### config.mk
export PLATFORM = sky130hd
export DESIGN_NAME = memory_stage
export DESIGN_NICKNAME = d
export VERILOG_FILES = /design/src/rtl/memory_stage.sv
export SDC_FILE = /design/constraint.sdc
export NUM_CORES = 1
export LEC_CHECK = 0
export ABC_AREA = 1
export BUFFER_PORTS_ARGS = -buffer_cell sky130_fd_sc_hd__buf_2
export CAP_MARGIN = 20
export CORE_ASPECT_RATIO = 1.2
export CORE_MARGIN = 8
export CORE_UTILIZATION = 50
export CTS_CLUSTER_SIZE = 25
export DETAILED_ROUTE_END_ITERATION = 6
export PLACE_DENSITY = 0.88
export SYNTH_ARGS = -nofsm -noshare
export SYNTH_HDL_FRONTEND = slang
export SYNTH_SLANG_ARGS = --single-unit
### constraint.sdc
create_clock -name clk -period 5.1 [get_ports clk]
set_input_delay 1.02 -clock clk [delete_from_list [all_inputs] [get_ports clk]]
set_output_delay 1.02 -clock clk [all_outputs]
set_load 0.005 [all_outputs]
### src/rtl/memory_stage.sv
// Memory pipeline stage: performs one data-memory access per load/store and builds the write-back value.
// Latency: 1 cycle capture-to-done for non-memory ops; 2+ cycles for memory ops (1 + bus wait cycles).
// Backpressure: stall_prev held while an access is in flight or a finished result waits on next_stall.
module memory_stage #(
  localparam int ADDR_WIDTH              = 32,
  localparam int DATA_WIDTH              = 32,
  localparam int REGISTER_INDEXING_WIDTH = 5
) (
  input  logic                               clk,
  input  logic                               rst,
  output logic                               stall_prev,
  input  logic                               prev_done,
  input  logic                               next_stall,
  output logic                               done_next,
  input  logic [ADDR_WIDTH-1:0]              program_count_in,
  input  logic                               program_count_valid_in,
  input  logic                               load_in,
  input  logic                               store_in,
  input  logic                               opcode_legal_in,
  input  logic [2:0]                         funct_3_in,
  input  logic                               funct_3_valid_in,
  input  logic [DATA_WIDTH-1:0]              result_data_in,
  input  logic                               result_data_valid_in,
  input  logic [DATA_WIDTH-1:0]              memory_store_data_in,
  input  logic                               memory_store_data_valid_in,
  input  logic [REGISTER_INDEXING_WIDTH-1:0] write_register_in,
  input  logic                               write_register_valid_in,
  output logic [ADDR_WIDTH-1:0]              program_count_out,
  output logic                               program_count_valid_out,
  output logic [REGISTER_INDEXING_WIDTH-1:0] write_register_out,
  output logic                               write_register_valid_out,
  output logic                               opcode_legal_out,
  output logic [DATA_WIDTH-1:0]              write_data_out,
  output logic                               write_data_valid_out,
  output logic                               misaligned_out,
  output logic                               size_illegal_out,
  output logic                               mem_req,
  output logic                               mem_we,
  output logic [ADDR_WIDTH-1:0]              mem_addr,
  output logic [DATA_WIDTH-1:0]              mem_wdata,
  output logic [DATA_WIDTH/8-1:0]            mem_wstrb,
  input  logic                               mem_ack,
  input  logic [DATA_WIDTH-1:0]              mem_rdata
);

  localparam int LANES = DATA_WIDTH / 8;
  localparam logic [LANES-1:0] BYTE_MASK = LANES'(1);
  localparam logic [LANES-1:0] HALF_MASK = LANES'(3);

  typedef enum logic [1:0] {
    IDLE   = 2'd0,
    ACCESS = 2'd1,
    DONE   = 2'd2
  } state_t;

  // Captured copy of the instruction; everything downstream works from this.
  typedef struct packed {
    logic [ADDR_WIDTH-1:0]              pc;
    logic                               pc_vld;
    logic                               load;
    logic                               store;
    logic                               legal;
    logic [2:0]                         f3;
    logic [DATA_WIDTH-1:0]              addr;
    logic [DATA_WIDTH-1:0]              sdata;
    logic [REGISTER_INDEXING_WIDTH-1:0] wr;
    logic                               wr_vld;
  } instr_t;

  state_t state, state_d;
  instr_t instr_q;

  logic [DATA_WIDTH-1:0] write_data_q;
  logic                  write_data_valid_q;
  logic                  misaligned_q;
  logic                  size_illegal_q;

  logic transfer_prev;
  logic transfer_next;

  logic in_is_mem;
  logic in_f3_legal;
  logic in_misaligned;
  logic in_size_illegal;
  logic in_go_access;

  logic [1:0]            lane;
  logic [7:0]            ld_byte;
  logic [15:0]           ld_half;
  logic [DATA_WIDTH-1:0] load_value;

  // Classify the incoming instruction: legality, alignment and whether a bus access is needed.
  always_comb begin
    in_is_mem   = load_in || store_in;
    in_f3_legal = 1'b0;
    case (funct_3_in)
      3'b000, 3'b001, 3'b010: in_f3_legal = 1'b1;
      3'b100, 3'b101:         in_f3_legal = load_in && !store_in;
      default:                in_f3_legal = 1'b0;
    endcase
    in_size_illegal = in_is_mem && !in_f3_legal;
    // Only meaningful once the size is known to be legal.
    in_misaligned = in_is_mem && in_f3_legal &&
                    (((funct_3_in[1:0] == 2'b01) && result_data_in[0]) ||
                     ((funct_3_in[1:0] == 2'b10) && (result_data_in[1:0] != 2'b00)));
    in_go_access = in_is_mem && result_data_valid_in && funct_3_valid_in && in_f3_legal &&
                   !in_misaligned && (!store_in || memory_store_data_valid_in);
  end

  // State register.
  always_ff @(posedge clk) begin
    if (rst) state <= IDLE;
    else     state <= state_d;
  end

  // Next-state logic; a capture always overrides, since it only happens from IDLE or a draining DONE.
  always_comb begin
    state_d = state;
    if (transfer_prev) begin
      state_d = in_go_access ? ACCESS : DONE;
    end else begin
      case (state)
        IDLE:    state_d = IDLE;
        ACCESS:  state_d = mem_ack ? DONE : ACCESS;
        DONE:    state_d = transfer_next ? IDLE : DONE;
        default: state_d = IDLE;
      endcase
    end
  end

  // Handshake and bus outputs, all decoded from state and the captured instruction.
  always_comb begin
    done_next     = !rst && (state == DONE);
    transfer_next = done_next && !next_stall;
    stall_prev    = rst || ((state != IDLE) && !((state == DONE) && transfer_next));
    transfer_prev = prev_done && !stall_prev;
    mem_req       = !rst && (state == ACCESS);
    mem_we        = instr_q.store;
    mem_addr      = {instr_q.addr[ADDR_WIDTH-1:2], 2'b00};
    mem_wdata     = instr_q.sdata;
    mem_wstrb     = '0;
    if (instr_q.store) begin
      case (instr_q.f3[1:0])
        2'b00: begin
          mem_wstrb = BYTE_MASK << instr_q.addr[1:0];
          mem_wdata = {LANES{instr_q.sdata[7:0]}};
        end
        2'b01: begin
          mem_wstrb = HALF_MASK << instr_q.addr[1:0];
          mem_wdata = {(LANES/2){instr_q.sdata[15:0]}};
        end
        default: begin
          mem_wstrb = '1;
          mem_wdata = instr_q.sdata;
        end
      endcase
    end
  end

  // Align the returned word and sign/zero-extend according to the captured funct3.
  always_comb begin
    lane    = instr_q.addr[1:0];
    ld_byte = mem_rdata[{lane, 3'b000} +: 8];
    ld_half = mem_rdata[{instr_q.addr[1], 4'b0000} +: 16];
    case (instr_q.f3[1:0])
      2'b00:   load_value = {{(DATA_WIDTH-8){!instr_q.f3[2] && ld_byte[7]}}, ld_byte};
      2'b01:   load_value = {{(DATA_WIDTH-16){!instr_q.f3[2] && ld_half[15]}}, ld_half};
      default: load_value = mem_rdata;
    endcase
  end

  // Capture on an upstream transfer; fill in the load result on the acknowledging edge.
  always_ff @(posedge clk) begin
    if (rst) begin
      instr_q.pc_vld     <= 1'b0;
      instr_q.wr_vld     <= 1'b0;
      write_data_valid_q <= 1'b0;
      misaligned_q       <= 1'b0;
      size_illegal_q     <= 1'b0;
    end else if (transfer_prev) begin
      instr_q.pc         <= program_count_in;
      instr_q.pc_vld     <= program_count_valid_in;
      instr_q.load       <= load_in;
      instr_q.store      <= store_in;
      instr_q.legal      <= opcode_legal_in;
      instr_q.f3         <= funct_3_in;
      instr_q.addr       <= result_data_in;
      instr_q.sdata      <= memory_store_data_in;
      instr_q.wr         <= write_register_in;
      instr_q.wr_vld     <= write_register_valid_in;
      write_data_q       <= result_data_in;
      // Memory ops only become valid once a load completes on the bus.
      write_data_valid_q <= !in_is_mem && result_data_valid_in;
      misaligned_q       <= in_misaligned;
      size_illegal_q     <= in_size_illegal;
    end else if ((state == ACCESS) && mem_ack && instr_q.load && !instr_q.store) begin
      write_data_q       <= load_value;
      write_data_valid_q <= 1'b1;
    end
  end

  assign program_count_out        = instr_q.pc;
  assign program_count_valid_out  = instr_q.pc_vld;
  assign write_register_out       = instr_q.wr;
  assign write_register_valid_out = instr_q.wr_vld;
  assign opcode_legal_out         = instr_q.legal;
  assign write_data_out           = write_data_q;
  assign write_data_valid_out     = write_data_valid_q;
  assign misaligned_out           = misaligned_q;
  assign size_illegal_out         = size_illegal_q;

endmodule
# Word level (Yosys, flattened, before mapping)

Cells that the tools add are included.

Bitwise logic cells: 1
Shift operators: 4
Reductions and logical operators: 46
Equal/unequal tests: 9
Muxes and demuxes: 15

Operators with widths:

| kind                  | count |
|---|---|
| $pmux W32 S2          | 2 |
| $mux W32              | 3 |
| $shiftx A32 B6 Y16    | 1 |
| $shiftx A32 B6 Y8     | 1 |
| $logic_and A1 B1 Y1   | 23 |
| $logic_not A1 Y1      | 10 |
| $mux W2               | 4 |
| $pmux W4 S2           | 1 |
| $eq A2 B1 Y1 const B  | 3 |
| $eq A3 B3 Y1 const B  | 2 |
| $reduce_bool A2 Y1    | 3 |
| $eq A2 B2 Y1 const B  | 2 |
| $logic_or A1 B1 Y1    | 4 |
| $mux W4               | 1 |
| $pmux W2 S2           | 1 |
| $reduce_and A2 Y1     | 2 |
| $shl A1 B2 Y4 const A | 1 |
| $shl A2 B2 Y4 const A | 1 |
| $eq A3 B1 Y1 const B  | 1 |
| $eq A3 B2 Y1 const B  | 1 |
| $logic_not A3 Y1      | 1 |
| $reduce_or A3 Y1      | 1 |
| $logic_not A2 Y1      | 1 |
| $mux W1               | 2 |
| 3 further kinds       | 3 |

Register bits after elaboration: 146
Output and inout port bits: 147
Logic and storage cells: 90
Bits of input ports: 149

# Longest topological paths before layout

Gate-level depths: netlist of run 1.

Depth in word-level cells: 11
Gate-level depth with buffers: 11
Gate-level depth less buffers: 9

# Worst setup path after synthesis of run 1

Ideal clock, no wire load.

Path type: in2reg
Start point: input port rst
End point: register write_data_q[0] (netlist: write_data_out[0]) (enable)
Setup slack: 1.591 ns
Path buffers: 1
Required time: 4.668 ns
Stages: 6
Arrival: 3.077 ns
Setup time: 0.432 ns
Cells stage by stage: inv_4 nand3_4 nand2_8 nand2_8 buf_6 a21oi_1

Cells in the longest elaborated chain, start to end: 11
Elaborated cells on any way between the ends: 12
Those cells by class: 1 x bitwise; 11 x reduce/logical

Ends and longest elaborated chain:

| item                          | line | RTL |
|---|---|---|
| from (decl)                   | 10   | `input logic rst,` |
| $logic_not A1 Y1              | 133  | `done_next = !rst && (state == DONE);` |
| $logic_and A1 B1 Y1           | 133  |  |
| $logic_and A1 B1 Y1           | 134  | `transfer_next = done_next && !next_stall;` |
| $logic_and A1 B1 Y1           | 135  | `stall_prev = rst \|\| ((state != IDLE) && !((state == DONE) && transfer_next));` |
| $logic_not A1 Y1              | 135  |  |
| $logic_and A1 B1 Y1           | 135  |  |
| $logic_or A1 B1 Y1            | 135  |  |
| $logic_not A1 Y1              | 136  | `transfer_prev = prev_done && !stall_prev;` |
| $logic_and A1 B1 Y1           | 136  |  |
| $reduce_bool A2 Y1 (no line)  | --   |  |
| $reduce_and A2 Y1 (no line) * | --   |  |
| to (signal assigned)          | 191  | `write_data_q <= result_data_in;` |
| to (signal assigned)          | 197  | `write_data_q <= load_value;` |
| to (decl)                     | 73   | `logic [DATA_WIDTH-1:0] write_data_q;` |

Mark *: on every way between the ends. The rest lies on a longest branch, timed or not.
A chain may end at the register's enable or synchronous reset.

# Worst setup path in the final report of run 1

Start point: register instr_q[71] in the netlist's numbering
End point: output port mem_wstrb[2]

Cells in the longest elaborated chain, start to end: 3
Elaborated cells on any way between the ends: 4
Those cells by class: 1 x eq/ne; 2 x mux; 1 x reduce/logical

Ends and longest elaborated chain:

| item                                                    | line | RTL |
|---|---|---|
| from (decl)                                             | 71   | `instr_t instr_q;` |
| $eq A2 B1 Y1 / $logic_not A2 Y1 (equally long branches) | 143  | `case (instr_q.f3[1:0])` |
| $pmux W4 S2 *                                           | 143  |  |
| $mux W4 *                                               | 142  | `if (instr_q.store) begin` |
| to (decl)                                               | 41   | `output logic [DATA_WIDTH/8-1:0] mem_wstrb,` |

Marked as above.

==> metrics, run 1 <==
worst r2r path cells 7; area of the die 0.01822 mm²; Max Clock Skew about 6 ps; final setup TNS 0 ps; HP Start program_count_valid_out; Most Frequent Cell on Critical Path nand2_1; clock root cell clkbuf_16; largest net degree at the start of global routing 88; area fraction of the dominant cell type after synthesis 0.5903; power per cell area roughly 340 mW/mm²; Max Cap Violations 0; Yosys reg bits 146; Slew Viols, Final 0; reg2reg start instr_q[71]; worst slew pin tran ~940 ps; Inserted Clock Buffers 17; Vias per Instance slightly below 5; Synth Area in Compound Gates 0.07733; die height around 150 µm; via count 5,328; RD Place Congestion 0.8472; # Post-CTS Setup Buffers 0; input/output buffers just under 300; crit path cell chain inv_2 > nand2_1 > nand2_1 > a221oi_1 > buf_2; peak supply drop roughly 0.25 mV; NumNets Final approximately 1,000; IO Count 296; initial antenna violation count 5; ranking of synthesized cells by area edfxtp_1 59%, buf_4 8.4%, nand2_1 6.5%; hold path cells 2; Mapped Cells ~680; htree depth 4; Post-Synthesis Cell Area 0.007071 mm²; CTS Buffer Depth 2; Synth Area in Simple Gates 0.1538; CTS tree done; post-synthesis mux area share 0; critical path class reg2out; Non-Filler Instances between 1,000 and 1,500; Largest stage delay, worst path between 700 and 800 ps; slowest CP cell edfxtp_1; row cnt 47; # resized after CTS 0; Final period util 0.7140; number of global-route vias before repair about 5,300; outcome finished clean; grt ovf 0; Avg Cell Area, Syn ~10 µm²; Netlist cell types 36; XOR/XNOR share of the synthesized area 0; Clk Latency, worst-skew pair 420 ps; min Tclk post-route approximately 3600 ps; Worst Path Arrival approximately 2600 ps; clock slew at reported path FFs ~60 ps; dpl cells 1,041; main combinational cell family by area after synthesis simple AND/OR/NAND/NOR gates; Final Util 0.6241; Area Growth Syn to Fin 21.98%; cell taking the most area after synthesis edfxtp_1; Routed Antenna Nets 0; Crit Path Max Fanout 20; commonest non-fill, non-tap cell in the layout buf_2; wire length per cell about 18 µm; RR Endpoint write_data_out[25]; Rel. slew slack 0.3740; startpoint types flop; most frequent cells in the layout 293 x buf_2, 139 x edfxtp_1, 123 x nand2_1; WP data required 4080 ps; DPL Wire Length 14.63 mm; Top FF cell, synth edfxtp_1; R2R Setup Slk 2660 ps; Leak between 4 and 5 nW; adder-cell share of the synthesized area 0.005309; register area share after synthesis 0.6102; GRT Overall Usage 0.2012; Starting Density 0.5116; Warnings, synthesis 0; Pre-Repair DR Iteration Count 5; number of remaining DRC errors 0; Final Hold Fails 0; initial DRC count 436; Hold Crit Endpoint program_count_valid_out; CTS Sinks ~150; core area between 0.01 and 0.015 mm²; Max Fclk between 0.2 and 0.3 GHz; Die Wd 124.6 µm; RSZ-0062 raised after global routing no; type of the worst min-delay path reg2reg; first-pass GRT wire length roughly 29 mm; Hold-fix buffers, CTS 0; Total Wirelength around 19 mm; Worst Setup End Kind output pin; ys async rst share 0; Post-synth EDFFs roughly 140; final setup fails 0; share of layout cells above drive strength 1 0.3909
==> how the worst max path moves through the flow <==
stage,end,cells past startpoint,startpoint,slack (ps)
2_1_floorplan,write_data_out[0],6,rst,1590
3_3_place_gp,mem_wstrb[2],5,instr_q[71],1960
3_5_place_dp,mem_wstrb[2],5,instr_q[71],1910
4_1_cts,mem_wstrb[2],5,instr_q[71],1440
5_1_grt,mem_wstrb[2],5,instr_q[71],1280
6_report,mem_wstrb[2],5,instr_q[71],1460
==> layout make-up <==
cell class | instances | area (µm²)
flip-flops and latches | 146 | 4314
multi-input cells | 349 | 1690
repair buffers | 295 | 1514
fillers | 1105 | 5195
well taps | 171 | 214.0
diodes | 3 | 7.507
clock inverters | 15 | 147.6
inverters | 81 | 311.5
clock buffers | 17 | 425.4
==> registers in the layout, summed over array words and instances, names as in the netlist <==
| register | flops |
|---|---|
| write_data_valid_out | 1 |
| write_data_out | 32 |
| size_illegal_out | 1 |
| program_count_out | 32 |
| state | 2 |
| misaligned_out | 1 |
| instr_q | 38 |
| mem_we | 1 |
| write_register_valid_out | 1 |
| mem_addr | 30 |
| write_register_out | 5 |
| program_count_valid_out | 1 |
| opcode_legal_out | 1 |
==> power by group <==
group	switching (W)	total [W]	internal, W
clock	0.000515	0.00120	0.000683
sequential	0.0000250	0.00142	0.00139
combinational	0.000208	0.000352	0.000144
==> cell families (layout without fill, tap and decap cells) <==
logic type | after synthesis | count (layout)
other | 1 | 5
and+or+nand+nor | 243 | 243
AOI/OAI and AO/OA | 101 | 101
buffers and inverters | 183 | 408
adders and majority gates | 3 | 3
DFF | 146 | 146
==> per-layer routing <==
| metal | vias to the layer above | routed length, µm | track usage |
|---|---|---|---|
| li1 | 2603 | - | - |
| met4 | 4 | 434 | 0.08811 |
| met2 | 226 | 10080 | 0.3514 |
| met1 | 2463 | 6996 | 0.2218 |
| met5 | - | 18 | 0 |
| met3 | 32 | 1555 | 0.05976 |
==> stage by stage <==
| step | total power [W] | instance area (µm²) | setup slack, ps | hold WS (ps) |
|---|---|---|---|---|
| floorplan | 0.001666 | 7074 | 1591 | 463.3 |
| global placement | 0.001784 | 8016 | 1964 | 461.0 |
| detailed placement | 0.001798 | 8016 | 1907 | 480.9 |
| CTS | 0.002995 | 8589 | 1440 | 494.9 |
| global route | 0.003075 | 8622 | 1278 | 510.0 |
| finish | 0.002969 | 8625 | 1458 | 487.3 |
==> Yosys cell counts (8+ instances only) <==
cell type  count
nand3_1       36
buf_2          8
edfxtp_1     139
o21ai_0       33
inv_1         72
nor2_1        57
o21ai_1        9
a21oi_1       41
nand2_1      123
buf_4         79
buf_6         11
or2_0         11
o22ai_1        9
==> worst max-delay path: cells and delay by family (launching register included) <==
| family | cells | cell delay [ps] |
|---|---|---|
| simple gates | 2 | 720 |
| buf+inv | 2 | 350 |
| compound gates | 1 | 360 |
| flops | 1 | 770 |
(Power assumes the default switching activity.)
==> run 2, diff against run 1 <==
--- a/config.mk
+++ b/config.mk
@@ -10,10 +10,10 @@
 export CAP_MARGIN = 20
 export CORE_ASPECT_RATIO = 1.2
 export CORE_MARGIN = 8
-export CORE_UTILIZATION = 50
+export CORE_UTILIZATION = 44
 export CTS_CLUSTER_SIZE = 25
 export DETAILED_ROUTE_END_ITERATION = 6
-export PLACE_DENSITY = 0.88
+export PLACE_DENSITY = 0.82
 export SYNTH_ARGS = -nofsm -noshare
 export SYNTH_HDL_FRONTEND = slang
 export SYNTH_SLANG_ARGS = --single-unit
==> constraint.sdc (replaced) <==
create_clock -name clk -period 3 [get_ports clk]
set_input_delay 0.6 -clock clk [delete_from_list [all_inputs] [get_ports clk]]
set_output_delay 0.6 -clock clk [all_outputs]
set_load 0.005 [all_outputs]
==> run 2 against run 1 <==
Effect of this change:
- hold slack worse by 140 ps
- wire length is 2.6% higher
- register-to-register slack worse by 1800 ps
- clock-buffer cell count unchanged
- die area is 12% higher
- global-route usage down 1.3 points
- final cell count up 4.0%
- via count grew 1.1%
- critical path depth stayed put
- flip-flop and latch count is the same
- sequential power increased by 69%
- cell area is 1.6% higher
==> metrics, run 2 (synthesis results as in run 1) <==
outcome finished clean; final setup fails 0; Inserted Clock Buffers 17; wire length per cell approximately 17 µm; FILL cells roughly 1,400; RSZ-0062 raised after global routing no; startpoint types flop; Total Wirelength 19.59 mm; Most Frequent Cell on Critical Path nand2_1; Worst Path Arrival about 2100 ps; Crit Path Max Fanout 12; DPL Wire Length around 15 mm; input/output buffers between 200 and 300; most frequent cells in the layout 293 x buf_2, 139 x edfxtp_1, 123 x nand2_1; CTS tree done; CTS Sinks 146; largest net degree at the start of global routing between 40 and 50; Top Family by Delay on Critical Path simple AND/OR/NAND/NOR gates; placed cell area between 0.008 and 0.009 mm²; row cnt 50; Worst Setup End Kind output pin; IO Count between 200 and 300; first-pass GRT wire length ~30 mm; Final period util 0.9031; clock slew at reported path FFs roughly 60 ps; final setup TNS 0 ps; Final Hold Fails 0; Vias per Instance between 4 and 5; Area Growth Syn to Fin 23.94%; clock root cell clkbuf_16; grt ovf 0; Routed Antenna Nets 0; Clk Latency, worst-skew pair between 400 and 500 ps; Max Cap Violations 0; power per cell area approximately 600 mW/mm²; Rel. slew slack 0.5256; Die Wd around 130 µm; type of the worst min-delay path in2reg; crit path cell chain inv_2 > nand2_1 > nand2_1 > a221oi_1 > buf_2; Largest register FFs 38; final instance area between 0.008 and 0.009 mm²; CTS Buffer Depth 2; # resized after CTS 0; Slew Viols, Final 0; Max Fclk approximately 0.37 GHz; share of layout cells above drive strength 1 0.3963; htree depth 4; slowest CP cell a221oi_1; peak supply drop around 0.40 mV; Largest stage delay, worst path between 400 and 500 ps; Max Clock Skew ~5 ps; WP buf/inv 2; Biggest register instr_q; # Post-CTS Setup Buffers 0; critical path class reg2out; Starting Density 0.4521; Hold-fix buffers, CTS 0; commonest non-fill, non-tap cell in the layout buf_2; via count between 5,000 and 6,000; Pre-Repair DR Iteration Count 5; Leak a little over 4 nW; initial antenna violation count 2; area of the die 0.02040 mm²; GRT Overall Usage 0.1881; worst slew pin tran about 700 ps; WP data required roughly 2400 ps; RD Place Congestion between 0.8 and 0.9; core area ~0.016 mm²; NumNets Final between 1,000 and 1,500; Register Area around 0.0043 mm²; number of remaining DRC errors 0; Multi-input gate area 0.001690 mm²; number of global-route vias before repair around 5,400; initial DRC count around 380; die height 154.9 µm; min Tclk post-route ~2700 ps
run 2: changes by cell type in the layout (fill, tap and decap cells not counted), moves of 2 or more:
cell	delta
buf_4	+8
diode_2	-2
bufinv_16	+2
clkinvlp_4	-3
clkinv_4	-2
run 2: where the power goes:
part	leakage, nW	switching, W	total [W]	internal [W]
Sequential	1.35	0.0000322	0.00240	0.00237
Combinational	2.46	0.000373	0.000627	0.000253
Clock	0.301	0.000875	0.00221	0.00133
run 2: layout make-up:
class	count	area share
Tap cell	208	0.02970
Sequential cell	146	0.4923
Clock inverter	15	0.02199
Inverter	81	0.03555
Clock buffer	17	0.04854
Multi-Input combinational cell	349	0.1929
Timing Repair Buffer	303	0.1788
Antenna cell	1	0.0002856
run 2: worst paths after layout:
| check | slack (ps) | cells past startpoint | startpoint | endpoint |
|---|---|---|---|---|
| worst min-delay path | 350 | 1 | memory_store_data_in[12] | instr_q[18] |
| worst max register to register | 870 | 9 | state[0] | write_data_out[5] |
| worst min register to register | 480 | 2 | write_register_valid_out | write_register_valid_out |
| worst max-delay path | 290 | 5 | instr_q[71] | mem_wstrb[2] |
run 2: metal layers:
metal / GRT usage / vias to the layer above / part of all wire
met5: 0 / - / 0.00041
met4: 0.08658 / 2 / 0.026
met3: 0.06153 / 36 / 0.071
met2: 0.3212 / 226 / 0.52
met1: 0.2103 / 2510 / 0.38
li1: - / 2610 / -
run 2: metrics by stage:
step	hold WS, ps	setup WS [ps]	power, W	std cells	utilization
final	351.5	290.8	0.005239	1120	0.5603
after global routing	328.4	177.2	0.005436	1120	0.5603
after CTS	330.2	302.2	0.005288	1119	0.5602
after detailed placement	468.7	629.2	0.003078	1087	0.5206
after global placement	461.5	694.1	0.003061	1087	0.5206
after floorplan	463.3	556.7	0.002831	678	-
